===== src/rtl/rv_pipe_pkg.sv =====
// Shared definitions for the hazard-aware 5-stage RISC-V pipeline.
package rv_pipe_pkg;

  localparam logic [31:0] NOP_INSTR        = 32'h0000_0013;
  localparam logic [31:0] DEFAULT_RESET_PC = 32'h0000_0000;

  typedef enum logic [1:0] {
    REQ,
    WAIT,
    HOLD,
    DROP
  } fetch_state_t;

endpackage


===== src/rtl/ifid_pipe_reg.sv =====
// IF/ID pipeline register: load a fetched instruction, insert a NOP bubble, or hold.
module ifid_pipe_reg #(
  parameter logic [31:0] NOP_INSTR = rv_pipe_pkg::NOP_INSTR
) (
  input  logic        clk,
  input  logic        rst,
  input  logic        load,
  input  logic        bubble,
  input  logic [31:0] pc_in,
  input  logic [31:0] instr_in,
  output logic [31:0] pc_out,
  output logic [31:0] instr_out
);

  logic [31:0] pc_q, pc_d;
  logic [31:0] instr_q, instr_d;

  // Bubbles keep the previous PC so downstream debug/trace sees a stable value.
  always_comb begin
    pc_d    = pc_q;
    instr_d = instr_q;
    if (load) begin
      pc_d    = pc_in;
      instr_d = instr_in;
    end else if (bubble) begin
      instr_d = NOP_INSTR;
    end
  end

  always_ff @(posedge clk or posedge rst) begin
    if (rst) begin
      pc_q    <= '0;
      instr_q <= NOP_INSTR;
    end else begin
      pc_q    <= pc_d;
      instr_q <= instr_d;
    end
  end

  assign pc_out    = pc_q;
  assign instr_out = instr_q;

endmodule


===== src/rtl/if_stage_hazard.sv =====
// Instruction-fetch stage: owns the PC, runs a single-outstanding imem fetch FSM,
// and feeds the IF/ID register under hazard-unit stall and branch flush control.
module if_stage_hazard #(
  parameter logic [31:0] RESET_PC  = rv_pipe_pkg::DEFAULT_RESET_PC,
  parameter logic [31:0] NOP_INSTR = rv_pipe_pkg::NOP_INSTR
) (
  input  logic        clk,
  input  logic        rst,
  input  logic        IFIDWrite,
  input  logic        flush,
  input  logic [31:0] branch_target,
  output logic        imem_req,
  output logic [31:0] imem_addr,
  input  logic        imem_gnt,
  input  logic        imem_rvalid,
  input  logic [31:0] imem_rdata,
  output logic [31:0] PC_IFID,
  output logic [31:0] Instruc_IFID
);

  import rv_pipe_pkg::*;

  fetch_state_t state_q, state_d;
  logic [31:0]  pc_q, pc_d;
  logic [31:0]  ibuf_q, ibuf_d;
  logic         ifid_load;
  logic         ifid_bubble;
  logic [31:0]  ifid_instr;

  // Request is masked during reset so the shared-reset memory never sees a fetch.
  assign imem_req  = (state_q == REQ) && !rst;
  assign imem_addr = pc_q;

  always_comb begin
    state_d    = state_q;
    pc_d       = pc_q;
    ibuf_d     = ibuf_q;
    ifid_load  = 1'b0;
    ifid_instr = imem_rdata;
    if (flush) begin
      pc_d = {branch_target[31:2], 2'b00};
      unique case (state_q)
        WAIT:    state_d = imem_rvalid ? REQ : DROP;
        REQ:     state_d = imem_gnt ? DROP : REQ;
        default: state_d = REQ;
      endcase
    end else begin
      unique case (state_q)
        REQ: if (imem_gnt) state_d = WAIT;
        WAIT: if (imem_rvalid) begin
          if (IFIDWrite) begin
            ifid_load = 1'b1;
            pc_d      = pc_q + 32'd4;
            state_d   = REQ;
          end else begin
            ibuf_d  = imem_rdata;
            state_d = HOLD;
          end
        end
        HOLD: if (IFIDWrite) begin
          ifid_load  = 1'b1;
          ifid_instr = ibuf_q;
          pc_d       = pc_q + 32'd4;
          state_d    = REQ;
        end
        DROP: if (imem_rvalid) state_d = REQ;
        default: state_d = REQ;
      endcase
    end
  end

  // A flush squashes IF/ID even while the hazard unit is stalling it.
  assign ifid_bubble = flush | IFIDWrite;

  always_ff @(posedge clk or posedge rst) begin
    if (rst) begin
      state_q <= REQ;
      pc_q    <= RESET_PC;
      ibuf_q  <= '0;
    end else begin
      state_q <= state_d;
      pc_q    <= pc_d;
      ibuf_q  <= ibuf_d;
    end
  end

  ifid_pipe_reg #(
    .NOP_INSTR(NOP_INSTR)
  ) u_ifid (
    .clk      (clk),
    .rst      (rst),
    .load     (ifid_load & ~flush),
    .bubble   (ifid_bubble),
    .pc_in    (pc_q),
    .instr_in (ifid_instr),
    .pc_out   (PC_IFID),
    .instr_out(Instruc_IFID)
  );

endmodule


===== config.mk =====
export PLATFORM = sky130hd
export DESIGN_NAME = if_stage_hazard
export DESIGN_NICKNAME = d
export VERILOG_FILES = /design/src/rtl/rv_pipe_pkg.sv /design/src/rtl/ifid_pipe_reg.sv /design/src/rtl/if_stage_hazard.sv
export SDC_FILE = /design/constraint.sdc
export NUM_CORES = 1
export LEC_CHECK = 0
export CORE_UTILIZATION = 42
export DETAILED_ROUTE_END_ITERATION = 10
export PLACE_DENSITY = 0.8
export SLEW_MARGIN = 30
export SYNTH_ARGS = -nofsm -noshare
export SYNTH_HDL_FRONTEND = slang
export SYNTH_SLANG_ARGS = --single-unit

===== constraint.sdc =====
create_clock -name clk -period 12.95 [get_ports clk]
set_input_delay 2.59 -clock clk [delete_from_list [all_inputs] [get_ports clk]]
set_output_delay 2.59 -clock clk [all_outputs]
set_load 0.01 [all_outputs]

; ---- After elaboration in Yosys (flattened, before gate mapping)
; Cells that the tools add are included.
[totals]
reg_bits = 130
in_bits = 70
[classes]
add_sub_neg = 1
eq_ne = 7
muxes = 23
bitwise = 3
reduce_logical = 8
[op_table]
columns = operator, n
row1 = 2-to-1 mux 32 bit, 8
row2 = one-hot mux 32 bit (2 select lines), 1
row3 = "adder 32 x 3 -> 32 bit, second input constant", 1
row4 = 2-to-1 mux 2 bit, 8
row5 = "inequality test 3 bit, second input constant", 4
row6 = one-hot mux 2 bit (4 select lines), 1
row7 = "== test 2 bit, second input constant", 2
row8 = one-hot mux 2 bit (2 select lines), 1
row9 = AND reduction 4 bit, 1
row10 = 2-to-1 mux 1 bit, 3
row11 = AND reduction 3 bit, 1
row12 = nonzero test 3 bit, 1
row13 = "== test 2 x 1 -> 1 bit, second input constant", 1
row14 = logical NOT 2 bit, 1
row15 = one-hot mux 1 bit (2 select lines), 1
row16 = AND reduction 2 bit, 1
row17 = nonzero test 2 bit, 1
row18 = bitwise AND 1 bit, 1
row19 = logical AND 1 bit, 1
row20 = logical NOT 1 bit, 1
row21 = NOT 1 bit, 1
row22 = bitwise OR 1 bit, 1

; ---- Depth between registers and ports, before layout
; Gate-level depths: netlist of run 1.
[logic_depth]
depth_word = 6
mapped_depth = 8

; ---- Cells and area by module
; A second synthesis of run 1 with hierarchy kept.
[unflattened]
cells_unflattened = 496
hier_area_um2 = 6068.3
[modules_own_cells]
columns = module, n_inst, cells_per_inst, area_per_inst_um2, seq_area_each_um2
row1 = if_stage_hazard, 1, 342, 3593.4, 1601.5
row2 = ifid_pipe_reg, 1, 154, 2474.9, 1605.3

; ---- Worst setup path after synthesis of run 1
; OpenSTA, ideal clock, no wires.
[synth_timing]
path_type = input to output
start = input port rst
end = output port imem_req
t_arrival_ns = 2.768
setup_slack_ns = 7.592
stages = 1
path_buffers = 0
path_cell_list = nor2b_1
[synth_between]
elab_chain_len = 2
[synth_rtl]
columns = item, line
row1 = "start, declared", if_stage_hazard.sv:8  ; input logic rst,
row2 = logical NOT 1 bit (no source line), n/a
row3 = logical AND 1 bit, if_stage_hazard.sv:31  ; assign imem_req = (state_q == REQ) && !rst;
row4 = "end, declared", if_stage_hazard.sv:12  ; output logic imem_req,
; No other way between the ends.

; ---- Worst setup path after layout of run 1
; Same ends and word-level chain as after synthesis.

==> impl_metrics.prom, run 1 <==
# TYPE chip_impl_metric gauge
chip_impl_metric{name="syn_avg_cell_area",unit="um2"} 11.2
chip_impl_metric{name="post-place-cells",unit=""} 842
chip_impl_metric{name="grt-ovfl-total",unit=""} 0
chip_impl_metric{name="flow.area_growth_from_synthesis",unit="%"} 38.6
chip_impl_info{name="status",value="complete, no violations"} 1
chip_impl_metric{name="htree_num_levels",unit=""} 4
chip_impl_info{name="synth.most_common_cell",value="sky130_fd_sc_hd__dfrtp_1"} 1
chip_impl_metric{name="grt_start_max_net_pins",unit=""} 66
chip_impl_metric{name="synth.cell_area",unit="mm2"} 0.00594
chip_impl_metric{name="seq_area_frac_synth",unit="%"} 53.2
chip_impl_metric{name="antenna_found_initial",unit=""} 0
chip_impl_info{name="crit_path_end_kind",value="output port"} 1
chip_impl_metric{name="wirelength",unit="um"} 15500
chip_impl_metric{name="fin_nets",unit=""} 756
chip_impl_metric{name="path_clk_slew",unit="ps"} 50
chip_impl_metric{name="route.antenna.remaining_nets",unit=""} 0
chip_impl_metric{name="placeableCoreArea",unit="mm2"} 0.0138
chip_impl_metric{name="num_antenna_cells",unit=""} 0
chip_impl_metric{name="clk-insertion-delay-late",unit="ps"} 420
chip_impl_info{name="netlist.top_cell.by_area",value="sky130_fd_sc_hd__dfrtp_1"} 1
chip_impl_metric{name="drt_pass1_iterations",unit=""} 5
chip_impl_metric{name="worst_ep_arrival_time",unit="ps"} 3730
chip_impl_metric{name="highest_cell_delay_on_the_worst_timing_path",unit="ps"} 540
chip_impl_metric{name="netlist-cell-type-count",unit=""} 47
chip_impl_metric{name="synth_edf_count",unit=""} 0
chip_impl_info{name="crit_slowest_cell",value="sky130_fd_sc_hd__clkdlybuf4s50_1"} 1
chip_impl_metric{name="clock_tree.buffer_depth",unit=""} 2
chip_impl_metric{name="fp.dieW",unit="um"} 121
chip_impl_metric{name="maxSlewHeadroom",unit="%"} 44.1
chip_impl_metric{name="routed_wire_per_std_cell",unit="um"} 17.7
chip_impl_metric{name="finalMaxSlewViolations",unit=""} 0
chip_impl_metric{name="design_area",unit="mm2"} 0.00823
chip_impl_info{name="hold_path.class",value="flop to flop"} 1
chip_impl_metric{name="least_margin_pin_slew",unit="ps"} 831
chip_impl_metric{name="initial_core_util",unit="%"} 42.9
chip_impl_info{name="yosys-top-cells-area",value="sky130_fd_sc_hd__dfrtp_1 (52%), sky130_fd_sc_hd__mux2_2 (12%), sky130_fd_sc_hd__mux2i_1 (5.1%), sky130_fd_sc_hd__o21ai_0 (3.8%), sky130_fd_sc_hd__nand2_1 (3.6%)"} 1
chip_impl_metric{name="skew",unit="ps"} 5.84
chip_impl_metric{name="fillerInstances",unit=""} 1073
chip_impl_metric{name="dieHeight",unit="um"} 121
chip_impl_metric{name="post-route-drc-count",unit=""} 0
chip_impl_metric{name="final_cell_count_no_fill",unit=""} 874
chip_impl_metric{name="worst_ep_required_time",unit="ps"} 10360
chip_impl_metric{name="p_leak",unit="nW"} 3.50
chip_impl_metric{name="setup_viol_count_final",unit=""} 0
chip_impl_metric{name="grtUsageTotal",unit="%"} 22.0
chip_impl_info{name="tritoncts_clock_tree",value="done"} 1
chip_impl_metric{name="cts_resized",unit=""} 0
chip_impl_metric{name="finalWeightedCongestion",unit=""} 0.812
chip_impl_metric{name="postCtsSetupBuffers",unit=""} 0
chip_impl_metric{name="fin_setup_tns",unit="ps"} 0
chip_impl_metric{name="post_route_cells_drive_above_1_share",unit="%"} 16.4
chip_impl_metric{name="dpl_cell_area",unit="mm2"} 0.00766
chip_impl_metric{name="io_pins",unit=""} 167
chip_impl_metric{name="synth_top_cell_area_share",unit="%"} 51.8
chip_impl_metric{name="yosys_warnings",unit=""} 0
chip_impl_info{name="yosys_most_used_dff",value="sky130_fd_sc_hd__dfrtp_1"} 1
chip_impl_metric{name="layout_worst_path_cycle_share",unit="%"} 48.8
chip_impl_metric{name="cellPowerDensity",unit="mW/mm2"} 180
chip_impl_metric{name="post-layout-total-power",unit="W"} 0.00148
chip_impl_metric{name="cts-buffers-inserted",unit=""} 17
chip_impl_info{name="list_of_cells_traversed_by_the_critical_path",value="clkdlybuf4s50_1 -> nor2b_1 -> clkdlybuf4s50_1"} 1
chip_impl_metric{name="placementRows",unit=""} 43
chip_impl_metric{name="place.detailed.hpwl",unit="um"} 10500
chip_impl_info{name="worst_setup_path_start_kind",value="input port"} 1
chip_impl_info{name="cell_chosen_for_the_clock_root",value="sky130_fd_sc_hd__clkbuf_16"} 1
chip_impl_info{name="path_common_cell",value="sky130_fd_sc_hd__clkdlybuf4s50_1"} 1
chip_impl_metric{name="number_of_buffer_cells_added_on_primary_ports",unit=""} 160
chip_impl_metric{name="postLayoutSetupSlackWorst",unit="ps"} 6630
chip_impl_metric{name="via_count",unit=""} 4881
chip_impl_metric{name="worstPathMaxFanout",unit=""} 2
chip_impl_metric{name="hold_buffers",unit=""} 0
chip_impl_metric{name="design.die.area",unit="mm2"} 0.0146
chip_impl_metric{name="synthArstFlopShare",unit="%"} 100
chip_impl_metric{name="fmax_achieved",unit="GHz"} 0.158
chip_impl_metric{name="via_count_of_the_first_global_routing_pass",unit=""} 4989
chip_impl_metric{name="final_hold_viol_count",unit=""} 0
chip_impl_info{name="netlist_top_cells_count",value="sky130_fd_sc_hd__dfrtp_1 (123), sky130_fd_sc_hd__mux2_2 (65), sky130_fd_sc_hd__nand2_1 (57)"} 1
chip_impl_metric{name="max-vdd-ir-drop",unit="uV"} 104
chip_impl_metric{name="cap_viol_max_count",unit=""} 0
chip_impl_metric{name="viasPerCell",unit=""} 5.58
chip_impl_metric{name="fin_crit",unit="ps"} 6320
chip_impl_metric{name="clock_sinks",unit=""} 126
chip_impl_info{name="rsz0062_at_grt",value="false"} 1
chip_impl_info{name="timing.setup.critical_path_class",value="input port to output port"} 1
chip_impl_metric{name="synth.ff_latch_count",unit=""} 126
chip_impl_metric{name="synthCells",unit=""} 531
chip_impl_metric{name="setup_ws_pre_cts",unit="ps"} 6630
chip_impl_metric{name="first_iter_violations",unit=""} 310
chip_impl_metric{name="grt_pass1_wl",unit="um"} 25000
## worst max-delay path, delay by kind of cell
kind	cells	cell delay [ps]
buffers and inverters	2	1010
and+or+nand+nor	1	130
## registers in the layout, indices dropped and copies added, names as in the netlist
signal and flops:
state_q 2, ibuf_q 32, imem_addr 30, u_ifid.pc_out 30, u_ifid.instr_out 32
## final cells by class
| type | count | area [um2] | area share, % |
|---|---|---|---|
| multi-input combinational | 364 | 2610 | 31.7 |
| sequential | 126 | 3160 | 38.3 |
| tap | 180 | 225 | 2.74 |
| clock buffer | 18 | 429 | 5.21 |
| timing repair buffer | 165 | 1630 | 19.8 |
| inverter | 7 | 28.8 | 0.350 |
| clock inverter | 14 | 145 | 1.76 |
## final timing paths
kind | start | end | slack [ps] | cells after the start
hold reg to reg | u_ifid.instr_out[9] | u_ifid.instr_out[9] | 480 | 2
setup reg to reg | state_q[1] | imem_addr[19] | 10300 | 6
setup / recovery | rst | imem_req | 6630 | 3
max in group asynchronous | rst | u_ifid.pc_out[31] | 8950 | 3
min in group asynchronous | rst | ibuf_q[3] | 2700 | 2
hold / removal | u_ifid.instr_out[9] | u_ifid.instr_out[9] | 480 | 2
## per-layer routing
layer  global-route usage, %  wire length (um)
met5                       0                 0
met4                    9.18               321
met3                    6.16              1230
met2                    36.2              7390
met1                    27.2              6570
## report_power, final
| part | switching (W) | total [W] | internal (W) |
|---|---|---|---|
| clock | 0.000176 | 0.000459 | 0.000282 |
| sequential | 0.0000770 | 0.000592 | 0.000515 |
| combinational | 0.000176 | 0.000430 | 0.000254 |
## logic make-up (layout without fill, tap and decap cells)
logic type / after synthesis / in the layout / share of synthesized area (%)
adders and majority gates: 5 / 5 / 1.05
AOI/OAI and AO/OA: 92 / 92 / 9.71
and+or+nand+nor: 160 / 160 / 14.1
buffers and inverters: 44 / 204 / 3.27
DFF: 126 / 126 / 53.2
other: 1 / 4 / 0.0632
xor gates and xnor gates: 7 / 7 / 1.03
muxes: 96 / 96 / 17.6
## cells in the final DEF (no fill, tap or decap), types with 4 or more instances in the layout
cell type,n
sky130_fd_sc_hd__o31ai_1,14
sky130_fd_sc_hd__dfrtp_1,123
sky130_fd_sc_hd__clkinv_2,4
sky130_fd_sc_hd__a31oi_1,13
sky130_fd_sc_hd__nor2b_1,9
sky130_fd_sc_hd__clkdlybuf4s50_1,159
sky130_fd_sc_hd__nor3_1,4
sky130_fd_sc_hd__o21ai_0,45
sky130_fd_sc_hd__conb_1,4
sky130_fd_sc_hd__nand2_1,56
sky130_fd_sc_hd__buf_4,5
sky130_fd_sc_hd__nor4b_1,4
sky130_fd_sc_hd__xnor2_1,4
sky130_fd_sc_hd__and3_1,6
sky130_fd_sc_hd__nor2_1,14
sky130_fd_sc_hd__mux2_2,65
sky130_fd_sc_hd__or4_1,16
sky130_fd_sc_hd__mux2i_1,30
sky130_fd_sc_hd__nor4_1,4
sky130_fd_sc_hd__ha_1,5
sky130_fd_sc_hd__clkbuf_16,17
sky130_fd_sc_hd__nand3_1,16
sky130_fd_sc_hd__nand4_1,15
sky130_fd_sc_hd__clkinvlp_4,4
sky130_fd_sc_hd__inv_1,5
## metrics by stage
stage	utilization, %	hold WS [ps]
final	59.5	476
after global routing	59.5	515
after CTS	59.5	483
after detailed placement	55.4	471
after global placement	55.4	462
after floorplan	-	477
(Power assumes the default switching activity.)
==> run 2: changes to the inputs <==
Clock period 12.95 ns to 6.06 ns, I/O delays scaled along.
==> run 2 against run 1 <==
Clock-buffer cell count increased by 1. Clock skew increased by 1.1 ps. Hold slack improved by 3.5 ps. Combinational power increased by 120%. Sequential power increased by 110%. Global-route usage increased by 0.10 points. Largest cell class unchanged. Largest power group unchanged.
==> impl_metrics.prom, run 2 (same netlist as run 1, synthesis figures left out) <==
# TYPE chip_impl_metric gauge
chip_impl_info{name="path_common_cell",value="sky130_fd_sc_hd__clkdlybuf4s50_1"} 1
chip_impl_metric{name="placeableCoreArea",unit="mm2"} 0.0138
chip_impl_metric{name="antenna_found_initial",unit=""} 0
chip_impl_metric{name="final_hold_viol_count",unit=""} 0
chip_impl_metric{name="dieHeight",unit="um"} 121
chip_impl_info{name="tritoncts_clock_tree",value="done"} 1
chip_impl_metric{name="highest_cell_delay_on_the_worst_timing_path",unit="ps"} 550
chip_impl_metric{name="first_iter_violations",unit=""} 261
chip_impl_metric{name="skew",unit="ps"} 6.90
chip_impl_metric{name="fp.dieW",unit="um"} 121
chip_impl_info{name="crit_path_end_kind",value="output port"} 1
chip_impl_info{name="hold_path.class",value="flop to flop"} 1
chip_impl_metric{name="worst_ep_required_time",unit="ps"} 4850
chip_impl_metric{name="clock_sinks",unit=""} 126
chip_impl_metric{name="power_report.internal_total",unit="W"} 0.00238
chip_impl_metric{name="comb_power_share",unit="%"} 28.1
chip_impl_metric{name="drt_pass1_iterations",unit=""} 4
chip_impl_metric{name="wirelength",unit="um"} 15500
chip_impl_metric{name="setup_ws_pre_cts",unit="ps"} 2340
chip_impl_metric{name="cts_resized",unit=""} 0
chip_impl_metric{name="post-route-drc-count",unit=""} 0
chip_impl_metric{name="grt_start_max_net_pins",unit=""} 82
chip_impl_metric{name="layout_worst_path_cycle_share",unit="%"} 59.9
chip_impl_metric{name="swShare",unit="%"} 27.9
chip_impl_metric{name="fmax_achieved",unit="GHz"} 0.276
chip_impl_metric{name="htree_num_levels",unit=""} 4
chip_impl_metric{name="postLayoutSetupSlackWorst",unit="ps"} 2430
chip_impl_metric{name="worst_ep_arrival_time",unit="ps"} 2420
chip_impl_metric{name="design_area",unit="mm2"} 0.00831
chip_impl_metric{name="flow.area_growth_from_synthesis",unit="%"} 39.9
chip_impl_metric{name="path_clk_slew",unit="ps"} 60
chip_impl_info{name="layout.cells.most_common",value="sky130_fd_sc_hd__clkdlybuf4s50_1"} 1
chip_impl_metric{name="number_of_buffer_cells_added_on_primary_ports",unit=""} 160
chip_impl_info{name="list_of_cells_traversed_by_the_critical_path",value="clkdlybuf4s50_1 -> nor2b_1 -> clkdlybuf4s50_1"} 1
chip_impl_info{name="worst_setup_path_start_kind",value="input port"} 1
chip_impl_info{name="crit_slowest_cell",value="sky130_fd_sc_hd__clkdlybuf4s50_1"} 1
chip_impl_metric{name="cts-buffers-inserted",unit=""} 17
chip_impl_metric{name="fin_crit",unit="ps"} 3630
chip_impl_metric{name="route.antenna.remaining_nets",unit=""} 0
chip_impl_metric{name="finalWeightedCongestion",unit=""} 0.820
chip_impl_metric{name="setup_viol_count_final",unit=""} 0
chip_impl_metric{name="io_pins",unit=""} 167
chip_impl_metric{name="worstPathMaxFanout",unit=""} 2
chip_impl_metric{name="fillerInstances",unit=""} 1076
chip_impl_metric{name="seqPwrFrac",unit="%"} 38.1
chip_impl_metric{name="max-vdd-ir-drop",unit="uV"} 243
chip_impl_metric{name="fin_setup_tns",unit="ps"} 0
chip_impl_metric{name="post_route_cells_drive_above_1_share",unit="%"} 16.3
chip_impl_metric{name="hold_buffers",unit=""} 0
chip_impl_metric{name="maxSlewHeadroom",unit="%"} 39.1
chip_impl_info{name="rsz0062_at_grt",value="false"} 1
chip_impl_metric{name="least_margin_pin_slew",unit="ps"} 914
chip_impl_metric{name="p_leak",unit="nW"} 3.54
chip_impl_metric{name="grt_pass1_wl",unit="um"} 24800
chip_impl_metric{name="via_count_of_the_first_global_routing_pass",unit=""} 4916
chip_impl_metric{name="grtUsageTotal",unit="%"} 22.1
chip_impl_metric{name="grt-ovfl-total",unit=""} 0
chip_impl_metric{name="dpl_cell_area",unit="mm2"} 0.00765
chip_impl_info{name="final_cell_mix",value="sky130_fd_sc_hd__clkdlybuf4s50_1 (159), sky130_fd_sc_hd__dfrtp_1 (123), sky130_fd_sc_hd__mux2_2 (65)"} 1
chip_impl_metric{name="cap_viol_max_count",unit=""} 0
chip_impl_metric{name="viasPerCell",unit=""} 5.61
chip_impl_metric{name="initial_core_util",unit="%"} 42.9
chip_impl_metric{name="routed_wire_per_std_cell",unit="um"} 17.8
chip_impl_info{name="cell_chosen_for_the_clock_root",value="sky130_fd_sc_hd__clkbuf_16"} 1
chip_impl_metric{name="clk-insertion-delay-late",unit="ps"} 420
chip_impl_metric{name="num_antenna_cells",unit=""} 0
chip_impl_metric{name="design.die.area",unit="mm2"} 0.0146
chip_impl_metric{name="clock_tree.buffer_depth",unit=""} 2
chip_impl_metric{name="finalMaxSlewViolations",unit=""} 0
chip_impl_metric{name="cellPowerDensity",unit="mW/mm2"} 398
chip_impl_metric{name="place.detailed.hpwl",unit="um"} 10400
chip_impl_metric{name="total_switching_power",unit="W"} 0.000920
chip_impl_metric{name="postCtsSetupBuffers",unit=""} 0
chip_impl_info{name="status",value="complete, no violations"} 1
chip_impl_info{name="timing.setup.critical_path_class",value="input port to output port"} 1
chip_impl_metric{name="share_of_total_power_in_the_clock_network",unit="%"} 33.8
chip_impl_metric{name="fin_nets",unit=""} 755
chip_impl_metric{name="via_count",unit=""} 4900
chip_impl_metric{name="placementRows",unit=""} 43
[run 2: cell types whose count changed in the layout (fill, tap and decap cells not counted)]
cell | previous run | this run
sky130_fd_sc_hd__bufinv_16 | 2 | 5
sky130_fd_sc_hd__inv_4 | 1 | 0
sky130_fd_sc_hd__inv_6 | 1 | 2
sky130_fd_sc_hd__clkbuf_8 | 0 | 1
sky130_fd_sc_hd__buf_4 | 5 | 4
sky130_fd_sc_hd__clkinvlp_4 | 4 | 3
sky130_fd_sc_hd__clkinv_2 | 4 | 1
[run 2: per-stage QoR]
stage | power [W] | util (%) | instances | hold slack (ps)
6_report | 0.00330 | 60.1 | 873 | 480
5_1_grt | 0.00347 | 60.1 | 873 | 517
3_5_place_dp | 0.00220 | 55.3 | 841 | 470
2_1_floorplan | 0.00173 | - | 534 | 477
4_1_cts | 0.00334 | 60.1 | 873 | 484
3_3_place_gp | 0.00215 | 55.3 | 841 | 462
[run 2: final timing paths]
check	cells after the start	end	start	slack, ps
max in group asynchronous	3	ibuf_q[11]	rst	3670
worst min register to register	2	u_ifid.instr_out[25]	u_ifid.instr_out[25]	480
worst max-delay path	3	imem_req	rst	2430
worst max register to register	6	imem_addr[19]	state_q[1]	3460
min in group asynchronous	2	ibuf_q[3]	rst	1340
worst min-delay path	2	u_ifid.instr_out[25]	u_ifid.instr_out[25]	480
[run 2: per-layer routing]
| layer | wire length [um] | up-vias | track usage, % |
|---|---|---|---|
| met5 | 0 | - | 0 |
| met4 | 349 | 0 | 10.4 |
| met3 | 1180 | 28 | 6.11 |
| met2 | 7470 | 188 | 35.4 |
| met1 | 6510 | 2430 | 27.8 |
| li1 | - | 2254 | - |
[run 2: worst max-delay path, delay by kind of cell]
kind | cells | cell delay (ps)
buf+inv | 2 | 1040
simple gates | 1 | 170
[run 2: layout make-up]
type / instances / area, um2 / share of cell area, %
Clock buffer: 19 / 443 / 5.33
Clock inverter: 13 / 213 / 2.56
Inverter: 7 / 31.3 / 0.376
Multi-Input combinational cell: 364 / 2610 / 31.5
Sequential cell: 126 / 3160 / 38.0
Tap cell: 180 / 225 / 2.71
Timing Repair Buffer: 164 / 1630 / 19.6
[run 2: power by group through the flow]
stage | logic, W | registers [W] | clock network [W]
detailed placement | 0.000931 | 0.00127 | 0
floorplan | 0.000430 | 0.00130 | 0
finish | 0.000928 | 0.00126 | 0.00112
global placement | 0.000897 | 0.00125 | 0
global route | 0.000998 | 0.00130 | 0.00117
CTS | 0.000938 | 0.00126 | 0.00114
==> run 3: changes to the inputs <==
Settings changed: PLACE_DENSITY 0.8 to 0.82.
Clock period 6.06 ns to 2.9 ns, I/O delays scaled along.
==> run 3 against run 2 <==
Die area did not move. Combinational power rose by 110%. First-iteration DRC count rose by 6.1%. Largest power group unchanged. Sequential cell count did not move. Clock skew rose by 1.6 ps. Critical path depth rose by 1. Largest cell class unchanged. Global-route usage fell by 0.099 points. Clock power rose by 120%. Power rose by 110%. Hold slack got worse by 6.2 ps.
==> impl_metrics.prom, run 3 (same netlist as run 1, synthesis figures left out) <==
# TYPE chip_impl_metric gauge
chip_impl_metric{name="htree_num_levels",unit=""} 4
chip_impl_metric{name="reg2reg_setup_slack",unit="ps"} 450
chip_impl_metric{name="clock_sinks",unit=""} 126
chip_impl_metric{name="swShare",unit="%"} 27.5
chip_impl_info{name="timing.critical_path.max_delay_family",value="buffers and inverters"} 1
chip_impl_metric{name="setup_viol_count_final",unit=""} 0
chip_impl_metric{name="num_antenna_cells",unit=""} 0
chip_impl_metric{name="io_pins",unit=""} 167
chip_impl_info{name="hold_path.class",value="flop to flop"} 1
chip_impl_metric{name="drt_pass1_iterations",unit=""} 5
chip_impl_info{name="timing.setup.critical_path_class",value="flop to output port"} 1
chip_impl_info{name="crit_slowest_cell",value="sky130_fd_sc_hd__clkdlybuf4s50_1"} 1
chip_impl_info{name="final_cell_mix",value="sky130_fd_sc_hd__clkdlybuf4s50_1 (159), sky130_fd_sc_hd__dfrtp_1 (123), sky130_fd_sc_hd__mux2_2 (65)"} 1
chip_impl_metric{name="postLayoutSetupSlackWorst",unit="ps"} 441
chip_impl_metric{name="initial_core_util",unit="%"} 42.9
chip_impl_metric{name="path_clk_slew",unit="ps"} 60
chip_impl_info{name="crit_end",value="imem_req"} 1
chip_impl_metric{name="post-route-drc-count",unit=""} 0
chip_impl_metric{name="post_route_cells_drive_above_1_share",unit="%"} 17.8
chip_impl_metric{name="finalMaxSlewViolations",unit=""} 0
chip_impl_metric{name="wirelength",unit="um"} 15600
chip_impl_metric{name="cellPowerDensity",unit="mW/mm2"} 831
chip_impl_metric{name="cp_num_buf_inv",unit=""} 2
chip_impl_metric{name="worst_ep_required_time",unit="ps"} 2320
chip_impl_metric{name="via_count",unit=""} 4886
chip_impl_info{name="worst_r2r_startpoint",value="state_q[1]"} 1
chip_impl_metric{name="worstPathMaxFanout",unit=""} 4
chip_impl_info{name="crit_path_end_kind",value="output port"} 1
chip_impl_metric{name="placementRows",unit=""} 43
chip_impl_metric{name="routed_wire_per_std_cell",unit="um"} 17.6
chip_impl_metric{name="clk-insertion-delay-late",unit="ps"} 420
chip_impl_metric{name="number_of_buffer_cells_added_on_primary_ports",unit=""} 160
chip_impl_info{name="cp-startpoint",value="state_q[1]"} 1
chip_impl_metric{name="postCtsSetupBuffers",unit=""} 0
chip_impl_metric{name="comb_power_share",unit="%"} 27.9
chip_impl_metric{name="design.die.area",unit="mm2"} 0.0146
chip_impl_metric{name="fp.dieW",unit="um"} 121
chip_impl_metric{name="clock_tree.buffer_depth",unit=""} 2
chip_impl_metric{name="final_cell_count_no_fill",unit=""} 884
chip_impl_metric{name="flow.area_growth_from_synthesis",unit="%"} 42.0
chip_impl_info{name="worst_setup_path_start_kind",value="flop"} 1
chip_impl_metric{name="grtUsageTotal",unit="%"} 22.0
chip_impl_metric{name="grt-ovfl-total",unit=""} 0
chip_impl_metric{name="skew",unit="ps"} 8.48
chip_impl_info{name="crit-reg2reg-capture",value="imem_addr[24]"} 1
chip_impl_metric{name="final_hold_viol_count",unit=""} 0
chip_impl_info{name="cell_chosen_for_the_clock_root",value="sky130_fd_sc_hd__clkbuf_16"} 1
chip_impl_metric{name="worst_ep_arrival_time",unit="ps"} 1880
chip_impl_metric{name="hold_buffers",unit=""} 0
chip_impl_metric{name="cts-buffers-inserted",unit=""} 17
chip_impl_metric{name="placeableCoreArea",unit="mm2"} 0.0138
chip_impl_metric{name="cts_resized",unit=""} 0
chip_impl_metric{name="layout_worst_path_cycle_share",unit="%"} 84.8
chip_impl_metric{name="power_report.internal_total",unit="W"} 0.00508
chip_impl_metric{name="place.detailed.hpwl",unit="um"} 10700
chip_impl_metric{name="cap_viol_max_count",unit=""} 0
chip_impl_metric{name="max-vdd-ir-drop",unit="uV"} 654
chip_impl_metric{name="grt_start_max_net_pins",unit=""} 127
chip_impl_info{name="status",value="complete, no violations"} 1
chip_impl_metric{name="share_of_total_power_in_the_clock_network",unit="%"} 34.5
chip_impl_metric{name="via_count_of_the_first_global_routing_pass",unit=""} 4987
chip_impl_info{name="rsz0062_at_grt",value="false"} 1
chip_impl_info{name="tritoncts_clock_tree",value="done"} 1
chip_impl_metric{name="fin_crit",unit="ps"} 2460
chip_impl_metric{name="total_switching_power",unit="W"} 0.00193
chip_impl_metric{name="antenna_found_initial",unit=""} 1
chip_impl_metric{name="critical_path_depth",unit=""} 4
chip_impl_metric{name="least_margin_pin_slew",unit="ps"} 690
chip_impl_metric{name="fmax_achieved",unit="GHz"} 0.407
chip_impl_metric{name="p_leak",unit="nW"} 3.59
chip_impl_metric{name="viasPerCell",unit=""} 5.53
chip_impl_metric{name="first_iter_violations",unit=""} 277
chip_impl_metric{name="grt_pass1_wl",unit="um"} 25100
chip_impl_metric{name="post-place-cells",unit=""} 852
chip_impl_metric{name="fin_setup_tns",unit="ps"} 0
chip_impl_metric{name="dieHeight",unit="um"} 121
chip_impl_metric{name="seqPwrFrac",unit="%"} 37.7
chip_impl_metric{name="timing.reg2reg.worst_path_depth",unit=""} 7
chip_impl_info{name="list_of_cells_traversed_by_the_critical_path",value="inv_1 -> ha_1 -> nor2b_1 -> clkdlybuf4s50_1"} 1
chip_impl_metric{name="fin_util",unit="%"} 61.0
chip_impl_metric{name="maxSlewHeadroom",unit="%"} 54.0
chip_impl_metric{name="fin_nets",unit=""} 766
chip_impl_metric{name="route.antenna.remaining_nets",unit=""} 0
chip_impl_metric{name="highest_cell_delay_on_the_worst_timing_path",unit="ps"} 530
chip_impl_metric{name="setup_ws_pre_cts",unit="ps"} 151
chip_impl_info{name="layout.cells.most_common",value="sky130_fd_sc_hd__clkdlybuf4s50_1"} 1
chip_impl_metric{name="finalWeightedCongestion",unit=""} 0.835
run 3: cell count changes in the layout (fill, tap and decap cells not counted), sizes merged:
cell      before  now
clkinvlp       3    4
inv            8    7
buf            5   16
clkbuf        19   18
bufinv         5    6
run 3: tightest hold or removal path, delay by kind of cell, from the launching register on:
kind               cells  cell delay (ps)
AOI/OAI and AO/OA      1               50
DFF                    1              340
and+or+nand+nor        1               40
run 3: layout make-up:
type                            instances  area, um2
Tap cell                              180        225
Fill cell                            1074       5390
Multi-Input combinational cell        364       2610
Clock inverter                         14        239
Clock buffer                           18        439
Timing Repair Buffer                  175       1730
Sequential cell                       126       3160
Inverter                                7       30.0
run 3: routing by layer:
layer,vias up,global-route usage (%),routed length [um]
li1,2260,-,-
met1,2409,28.3,6670
met2,194,35.8,7570
met3,21,6.44,1130
met4,2,6.87,195
met5,-,0,13
run 3: how the worst min path moves through the flow:
stage               slack [ps]                  from                   end  cells past startpoint
floorplan                  480             ibuf_q[0]             ibuf_q[0]                      1
global placement           460  u_ifid.instr_out[20]  u_ifid.instr_out[20]                      2
detailed placement         470  u_ifid.instr_out[18]  u_ifid.instr_out[18]                      2
CTS                        480  u_ifid.instr_out[18]  u_ifid.instr_out[18]                      2
global route               510   u_ifid.instr_out[7]   u_ifid.instr_out[7]                      2
finish                     470  u_ifid.instr_out[18]  u_ifid.instr_out[18]                      2
run 3: stage by stage:
stage | power [W] | instance area, um2 | hold WS, ps
final | 0.00701 | 8430 | 474
after global placement | 0.00450 | 7750 | 461
after global routing | 0.00735 | 8430 | 513
after CTS | 0.00708 | 8430 | 483
after detailed placement | 0.00463 | 7750 | 470
after floorplan | 0.00363 | 5950 | 477
run 3: power by group through the flow:
stage | sequential, W | clock (W) | combinational (W)
3_5_place_dp | 0.00267 | 0 | 0.00196
2_1_floorplan | 0.00273 | 0 | 0.000899
4_1_cts | 0.00264 | 0.00246 | 0.00197
5_1_grt | 0.00271 | 0.00254 | 0.00210
3_3_place_gp | 0.00261 | 0 | 0.00189
6_report | 0.00264 | 0.00242 | 0.00195
